$ cat src/rtl/burst_addr_gen.sv
// Serial burst address generator: shifts in a start address and a burst
// length, then emits one serial address per beat (FIXED / INCR / WRAP),
// waiting for a downstream acknowledge between beats.
module burst_addr_gen #(
    parameter int ADDR_WIDTH = 20,
    parameter int LEN_WIDTH  = 4,
    parameter int STRIDE     = 1
) (
    input  logic       clk,
    input  logic       rst,
    input  logic       start,
    input  logic       mode_sel,
    input  logic [1:0] burst_type,
    input  logic       abort,
    input  logic       addr_in,
    input  logic       burst_len_in,
    input  logic       beat_ack,
    output logic       addr_ser_out,
    output logic       addr_ser_valid,
    output logic       addr_sel,
    output logic       busy,
    output logic       done,
    output logic       err
);

    localparam int CNT_W     = $clog2(ADDR_WIDTH + 1);
    localparam int STRIDE_SH = $clog2(STRIDE);

    localparam logic [CNT_W-1:0] CNT_LAST = CNT_W'(ADDR_WIDTH - 1);
    localparam logic [CNT_W-1:0] LEN_CNT  = CNT_W'(LEN_WIDTH);

    typedef enum logic [2:0] {
        S_IDLE,
        S_LOAD,
        S_CALC,
        S_SHIFT,
        S_WAIT_ACK
    } state_t;

    typedef enum logic [1:0] {
        BT_FIXED = 2'b00,
        BT_INCR  = 2'b01,
        BT_WRAP  = 2'b10,
        BT_RSVD  = 2'b11
    } burst_t;

    state_t                r_state;
    burst_t                r_type;
    logic                  r_mode;
    logic [CNT_W-1:0]      r_bit_cnt;
    logic [ADDR_WIDTH-1:0] r_base;
    logic [LEN_WIDTH-1:0]  r_len;
    logic [LEN_WIDTH-1:0]  r_beat;
    logic [ADDR_WIDTH-1:0] r_shift;
    logic                  r_valid;
    logic                  r_sel;
    logic                  r_busy;
    logic                  r_done;
    logic                  r_err;

    // Next values of the serial load registers (new bit enters at the LSB).
    logic [ADDR_WIDTH-1:0] w_base_next;
    logic [LEN_WIDTH-1:0]  w_len_next;
    logic [LEN_WIDTH-1:0]  w_last_next;
    logic                  w_wrap_bad_next;

    assign w_base_next = ADDR_WIDTH'({r_base, addr_in});
    assign w_len_next  = (r_bit_cnt < LEN_CNT) ? LEN_WIDTH'({r_len, burst_len_in}) : r_len;
    assign w_last_next = r_mode ? w_len_next : '0;

    // Beats = last+1 is a power of two exactly when last & (last+1) == 0;
    // the all-ones case wraps to zero, which is the 2^LEN_WIDTH case.
    assign w_wrap_bad_next = (r_type == BT_WRAP) &&
                             ((w_last_next & (w_last_next + LEN_WIDTH'(1))) != '0);

    // Beat address arithmetic, all modulo 2^ADDR_WIDTH.
    logic [LEN_WIDTH-1:0]  w_last_beat;
    logic [ADDR_WIDTH-1:0] w_beats;
    logic [ADDR_WIDTH-1:0] w_mask;
    logic [ADDR_WIDTH-1:0] w_sum;
    logic [ADDR_WIDTH-1:0] w_addr;

    assign w_last_beat = r_mode ? r_len : '0;
    assign w_beats     = ADDR_WIDTH'(w_last_beat) + ADDR_WIDTH'(1);
    assign w_mask      = (w_beats << STRIDE_SH) - ADDR_WIDTH'(1);
    assign w_sum       = r_base + (ADDR_WIDTH'(r_beat) << STRIDE_SH);

    // Select the beat address by burst type; reserved type behaves as INCR.
    always_comb begin
        // NOTE: assign a default before the case so no path leaves w_addr unassigned (avoids a latch).
        w_addr = w_sum;
        case (r_type)
            BT_FIXED: w_addr = r_base;
            BT_WRAP:  w_addr = (r_base & ~w_mask) | (w_sum & w_mask);
            default:  w_addr = w_sum;
        endcase
    end

    // Transaction sequencer: load, per-beat address calc, serial shift, ack wait.
    always_ff @(posedge clk or negedge rst) begin
        if (!rst) begin
            r_state   <= S_IDLE;
            r_type    <= BT_FIXED;
            r_mode    <= 1'b0;
            r_bit_cnt <= '0;
            r_base    <= '0;
            r_len     <= '0;
            r_beat    <= '0;
            r_shift   <= '0;
            r_valid   <= 1'b0;
            r_sel     <= 1'b0;
            r_busy    <= 1'b0;
            r_done    <= 1'b0;
            r_err     <= 1'b0;
        end else begin
            // NOTE: non-blocking assignments so every register sees pre-edge values of the others.
            r_done <= 1'b0;
            r_err  <= 1'b0;
            if ((r_state != S_IDLE) && abort) begin
                r_state   <= S_IDLE;
                r_valid   <= 1'b0;
                r_sel     <= 1'b0;
                r_busy    <= 1'b0;
                r_shift   <= '0;
                r_bit_cnt <= '0;
            end else begin
                case (r_state)
                    S_IDLE: begin
                        if (start) begin
                            r_state   <= S_LOAD;
                            r_type    <= burst_t'(burst_type);
                            r_mode    <= mode_sel;
                            r_bit_cnt <= '0;
                            r_len     <= '0;
                            r_beat    <= '0;
                            r_sel     <= 1'b1;
                            r_busy    <= 1'b1;
                        end
                    end
                    S_LOAD: begin
                        r_base <= w_base_next;
                        r_len  <= w_len_next;
                        r_beat <= '0;
                        if (r_bit_cnt == CNT_LAST) begin
                            r_bit_cnt <= '0;
                            r_state   <= S_CALC;
                            // Raised here so the pulse lands in the CALC cycle itself.
                            r_err     <= w_wrap_bad_next;
                        end else begin
                            r_bit_cnt <= r_bit_cnt + CNT_W'(1);
                        end
                    end
                    S_CALC: begin
                        if (r_err) begin
                            r_state <= S_IDLE;
                            r_sel   <= 1'b0;
                            r_busy  <= 1'b0;
                        end else begin
                            r_shift   <= w_addr;
                            r_valid   <= 1'b1;
                            r_bit_cnt <= '0;
                            r_state   <= S_SHIFT;
                        end
                    end
                    S_SHIFT: begin
                        r_shift <= r_shift << 1;
                        if (r_bit_cnt == CNT_LAST) begin
                            r_bit_cnt <= '0;
                            r_valid   <= 1'b0;
                            r_state   <= S_WAIT_ACK;
                        end else begin
                            r_bit_cnt <= r_bit_cnt + CNT_W'(1);
                        end
                    end
                    S_WAIT_ACK: begin
                        if (beat_ack) begin
                            if (r_beat == w_last_beat) begin
                                r_done  <= 1'b1;
                                r_state <= S_IDLE;
                                r_sel   <= 1'b0;
                                r_busy  <= 1'b0;
                            end else begin
                                r_beat  <= r_beat + LEN_WIDTH'(1);
                                r_state <= S_CALC;
                            end
                        end
                    end
                    default: begin
                        r_state <= S_IDLE;
                        r_valid <= 1'b0;
                        r_sel   <= 1'b0;
                        r_busy  <= 1'b0;
                    end
                endcase
            end
        end
    end

    // The shift register drains to zero, so the serial line idles low.
    assign addr_ser_out   = r_shift[ADDR_WIDTH-1];
    assign addr_ser_valid = r_valid;
    assign addr_sel       = r_sel;
    assign busy           = r_busy;
    assign done           = r_done;
    assign err            = r_err;

endmodule

$ cat config.mk
export PLATFORM = sky130hd
export DESIGN_NAME = burst_addr_gen
export DESIGN_NICKNAME = d
export VERILOG_FILES = /design/src/rtl/burst_addr_gen.sv
export SDC_FILE = /design/constraint.sdc
export NUM_CORES = 1
export LEC_CHECK = 0
export ABC_AREA = 1
export BUFFER_PORTS_ARGS = -buffer_cell sky130_fd_sc_hd__buf_2
export CORE_ASPECT_RATIO = 1.25
export CORE_MARGIN = 5
export CORE_UTILIZATION = 37
export CTS_CLUSTER_SIZE = 12
export DETAILED_ROUTE_END_ITERATION = 16
export PLACE_DENSITY = 0.61
export SETUP_SLACK_MARGIN = 0.15
export SYNTH_ARGS = -nofsm -noshare
export SYNTH_HDL_FRONTEND = slang
export SYNTH_SLANG_ARGS = --single-unit
$ cat constraint.sdc
create_clock -name clk -period 3.4 [get_ports clk]
set_input_delay 0.51 -clock clk [delete_from_list [all_inputs] [get_ports clk]]
set_output_delay 0.51 -clock clk [all_outputs]
set_load 0.01 [all_outputs]
== Word-level counts from Yosys, hierarchy flattened ==
Index checks and enable logic that the tools add are counted.
Widths: inputs -> output; s select.
Cells by class
  add/sub/neg operators: 6
  order comparisons: 1
  equality and inequality tests: 19
  mux-type cells: 42
  bitwise gates (word level): 6
  reduce and logical (&&, ||, !) cells: 21
Operator list (count)
  $pmux 20 s2: 2
  $and 20x20->20: 2
  $mux 20: 2
  $mux 4: 6
  $ne 3x3->1 const B: 7
  $add 20x4->20: 1
  $mux 5: 4
  $not 20->20: 1
  $or 20x20->20: 1
  $mux 1: 15
  $mux 3: 5
  $pmux 3 s5: 1
  $pmux 5 s3: 1
  $pmux 4 s3: 1
  $reduce_and 3->1: 4
  $reduce_and 5->1: 2
  $reduce_bool 3->1: 3
  $add 4x1->4 const B: 2
  $pmux 4 s2: 1
  $reduce_bool 4->1: 2
  $eq 3x2->1 const B: 2
  $ne 2x2->1 const B: 3
  $sub 5x1->6 const B: 1
  $add 4x1->5 const B: 1
  other kinds (21): 25
Storage, ports and cells
  flip-flop bits (word level): 63
  output and inout port bits: 6
  word-level logic and storage cells: 107

== Depth between registers and ports, before layout ==
  word-level depth: 10
  mapped depth: 12

== Worst setup path after synthesis ==
No wires, ideal clock.
  path kind: register to register
  start: register r_beat[3]
  end: register r_shift[11]
  setup time: 116 ps
  arrival: 1630 ps
  required time: 3284 ps
  setup slack: 1654 ps
  stages on the path, launching flop included: 11
  path buffers: 0
  period minus slack after synthesis: 1746 ps
  cells stage by stage: dfrtp_1 ha_1 nand2_1 inv_1 nand3_1 a21oi_1 nand2_1 nand2_1 nand3_1 nand2_1 nand2_1
On the way
  word-level cells in the longest chain between the ends: 7
RTL lines
  from (decl): RTL line 53  | logic [LEN_WIDTH-1:0] r_beat;
  from (signal assigned): RTL line 183  | r_beat <= r_beat + LEN_WIDTH'(1);
  $add 20x4->20 (*): RTL line 86  | assign w_sum = r_base + (ADDR_WIDTH'(r_beat) << STRIDE_SH);
  $and 20x20->20: RTL line 94  | BT_WRAP: w_addr = (r_base & ~w_mask) | (w_sum & w_mask);
  $or 20x20->20: RTL line 94
  $pmux 20 s2 (*): RTL line 92  | case (r_type)
  $mux 20 (*): RTL line 154  | if (r_err) begin
  $pmux 20 s2 (*): RTL line 127  | case (r_state)
  $mux 20 (*): RTL line 119  | if ((r_state != S_IDLE) && abort) begin
  to (signal assigned): RTL line 159  | r_shift <= w_addr;
  to (signal assigned): RTL line 166  | r_shift <= r_shift << 1;
  to (decl): RTL line 54  | logic [ADDR_WIDTH-1:0] r_shift;
Every way passes the cells marked *; elsewhere a longest branch is shown, timed or not. The select of a mux whose other input is x is not followed.
A chain may end at the register's enable or synchronous reset.

== Worst setup path in the final report ==
  start: register r_beat[3]
  end: register r_shift[15]
Same word-level chain as after synthesis.

==> flow_summary.toml <==
[outcome]
run_status = "finished clean"

[logic_synthesis]
postSynthCellCount = 509
syn-cell-area_sq_um = 3740
synth_cell_types = 38
async_reset_ff_share_pct = 100
synth_seq_cells = 63
number_of_enable_flip_flop_cells_after_synthesis = 0
seq_area_frac_synth_pct = 42.2
post_synth.cell_area_avg_sq_um = 7.35
net_count_after_synthesis = 526
ys.warnings.count = 0
ys_dominant_reg_cell = "sky130_fd_sc_hd__dfrtp_1"

[routing]
wl_per_cell_microns = 13.7
ant_nets = 0
drtIter0Drc = 156
route.detailed.vias_per_inst = 5.06
via_count = 3339
drt_drc_violations_left = 0
firstDrtPassIters = 4
detail_route.wirelength_microns = 9020

[power]
power_density_over_cell_area_nw_per_um2 = 770
p_switching_w = 0.00136
power_leakage_nw = 2.07
vdd.ir_drop.worst_uv = 394
power.share.clock_pct = 26.1
power.total_w = 0.00322
pwr-share-seq_pct = 37.6
cell_internal_pwr_w = 0.00186
comb_power_share_pct = 36.2
switching_share_pct = 42.3

[clocking]
worst_setup_hold_path_clk_slew_ns = 0.06
cts_max_path_buffers = 2
post_cts_setup_repair_bufs = 0
h-tree-depth = 3
numClockSinks = 63
cts_root_buffer = "sky130_fd_sc_hd__clkbuf_16"
cts_resized = 0
clock_tree_from_tritoncts = "yes"
number_of_buffers_created_by_cts = 9
cts_hold_repair.buffers = 0
source_to_sink_clock_delay_at_the_later_pin_of_the_worst_skew_pair_ns = 0.33

[sta]
finalSetupViolCount = 0
max_freq_ghz = 0.456
worst_clock_skew_ns = 0.00584
timing.setup.tns_ns = 0
hold_viol_final = 0
finalWorstSetupSlack_ns = 1.21
max-slew-margin-rel_pct = 49.2
timing_worst_slew_pin_value_ns = 0.762
grt_setup_unrepaired = "no"
final_critical_path_share_of_the_clock_period_pct = 64.4
timing.final.crit_period_ns = 2.19
report.final.slew_viol_count = 0

[placement]
pre_cts_slack_ns = 1.26
place.detailed.hpwl_microns = 6720
io_buffer_count = 15
numPlacedInstances = 644
place.gp.congestion = 0.919
detailed_place.area_sq_um = 3910

[final_layout]
post_route_cells_drive_above_1_share_pct = 10.5
layoutNonFillerInstCount = 660
num_antenna_cells = 0
nets_finish = 543
stdcell_area_sq_um = 4180
flow.area_growth_from_synthesis_pct = 11.9

[grt]
antenna_found_initial = 0
global_route.usage.total_pct = 16.1
largest_net_degree_at_the_start_of_global_routing = 39
first_global_vias = 3367
grt_overflow = 0
grt_pass1_wl_microns = 15700

[worst_setup_path]
crit_path_top_delay_cell = "sky130_fd_sc_hd__a21oi_1"
crit_arrival_ns = 2.45
timing.critical_path.fanout_max = 8
critical_path.max_stage_delay_ns = 0.51
cp_data_required_time_ns = 3.66
crit_path_start_kind = "flip-flop"
crit_type = "reg2reg"
timing.critical_path.mode_cell = "sky130_fd_sc_hd__nand2_1"
path_cells = "ha_1 -> nand2_1 -> inv_1 -> nand3_1 -> a21oi_1 -> nand4_1 -> nand3_1 -> nand2_1 -> nand2_1"
end_kind = "flip-flop"

[die]
die_x_microns = 99.9
core-area_sq_um = 10000
floorplan.initialDensity_pct = 37.4
num_io_pins = 16
dieArea_sq_um = 12200
core.rowCount = 41
die_boundary_height_microns = 122

[worst_hold_path]
hold_path_class = "in2async"

[run]
maxCapViolations = 0
==> cell usage after synthesis (2+ instances only) <==
library cell               number  share of area, %
sky130_fd_sc_hd__nor2_1        55               5.5
sky130_fd_sc_hd__nand3_1       49               6.6
sky130_fd_sc_hd__inv_2          4              0.40
sky130_fd_sc_hd__xor2_1         8               1.9
sky130_fd_sc_hd__nor2_2         3              0.50
sky130_fd_sc_hd__inv_1         51               5.1
sky130_fd_sc_hd__nand2_2        2              0.33
sky130_fd_sc_hd__o21ai_1        7              0.94
sky130_fd_sc_hd__or2_2          3              0.50
sky130_fd_sc_hd__o21ai_0       51               6.8
sky130_fd_sc_hd__nor3_1         7              0.94
sky130_fd_sc_hd__o31ai_1        2              0.40
sky130_fd_sc_hd__dfrtp_1       63                42
sky130_fd_sc_hd__buf_6          4               1.2
sky130_fd_sc_hd__inv_4          2              0.33
sky130_fd_sc_hd__nand2_4        4               1.2
sky130_fd_sc_hd__nand3b_1       2              0.40
sky130_fd_sc_hd__buf_4          2              0.40
sky130_fd_sc_hd__buf_2          2              0.27
sky130_fd_sc_hd__o211ai_1       4              0.80
sky130_fd_sc_hd__ha_1           6               2.0
sky130_fd_sc_hd__a21oi_1       11               1.5
sky130_fd_sc_hd__nand2_1      140                14
sky130_fd_sc_hd__xnor2_1        2              0.47
sky130_fd_sc_hd__nor2_4         2              0.60
sky130_fd_sc_hd__nand4_1       11               1.8
==> worst paths after layout <==
path / from / end / slack, ns / cells after the start
max: r_beat[3] / r_shift[15] / 1.21 / 9
min: rst / r_base[11] / 0.25 / 1
max reg2reg: r_beat[3] / r_shift[15] / 1.21 / 9
min reg2reg: r_shift[19] / r_shift[19] / 0.48 / 2
max in group asynchronous: rst / r_shift[2] / 2.25 / 2
min in group clk: addr_in / r_base[0] / 0.41 / 3
==> metrics by stage <==
stage               util, %  hold WS [ns]
global route           41.8         0.331
detailed placement     39.1         0.466
CTS                    41.8         0.294
global placement       39.1         0.463
finish                 41.8         0.255
floorplan                 -         0.214
==> routing by layer <==
layer / up-vias / global-route usage, % / wire length [microns]
li1: 1692 / - / -
met1: 1575 / 20.3 / 3930
met2: 58 / 27.4 / 4610
met3: 14 / 2.22 / 280
met4: 0 / 6.83 / 192
met5: - / 0 / 0
==> state kept, by name, indices dropped and copies added, names as in the netlist, 2 cells and up <==
signal,count
r_state,3
r_len,4
r_beat,4
r_bit_cnt,5
r_type,2
r_base,20
r_shift,20
==> final cells by class <==
class	count	area, sq um
Clock buffer	10	239
Clock inverter	6	36.3
Fill cell	1069	5820
Inverter	58	223
Multi-Input combinational cell	377	1860
Sequential cell	63	1580
Tap cell	129	161
Timing Repair Buffer	17	90.1
==> cell usage in the layout, fill, tap and decap left out, types with 8 or more instances in the layout <==
cell / netlist / final
sky130_fd_sc_hd__nand2_1: 140 / 140
sky130_fd_sc_hd__dfrtp_1: 63 / 63
sky130_fd_sc_hd__nor2_1: 55 / 55
sky130_fd_sc_hd__inv_1: 51 / 51
sky130_fd_sc_hd__o21ai_0: 51 / 51
sky130_fd_sc_hd__nand3_1: 49 / 49
sky130_fd_sc_hd__buf_2: 2 / 15
sky130_fd_sc_hd__nand4_1: 11 / 11
sky130_fd_sc_hd__a21oi_1: 11 / 11
sky130_fd_sc_hd__clkbuf_16: 0 / 9
sky130_fd_sc_hd__xor2_1: 8 / 8
==> cell families after synthesis <==
group,synth area share [%]
mux,0.301
xor+xnor,2.34
fa+ha+maj,2.54
simple gates,33.5
compound gates,11.0
buf+inv,8.16
flops,42.2
==> power by group through the flow <==
stage	registers [W]	clock network (W)	logic, W
3_5_place_dp	0.00123	0	0.00118
6_report	0.00121	0.000842	0.00117
2_1_floorplan	0.00114	0	0.000949
5_1_grt	0.00125	0.000894	0.00136
4_1_cts	0.00122	0.000857	0.00119
3_3_place_gp	0.00122	0	0.00117
==> worst max-delay path: cells and delay by family (launching register included) <==
kind	cells	cell delay, ns
simple gates	6	0.70
compound gates	1	0.51
flops	1	0.44
fa+ha+maj	1	0.38
buf+inv	1	0.08
No activity file was read; power rests on OpenSTA's default activity.
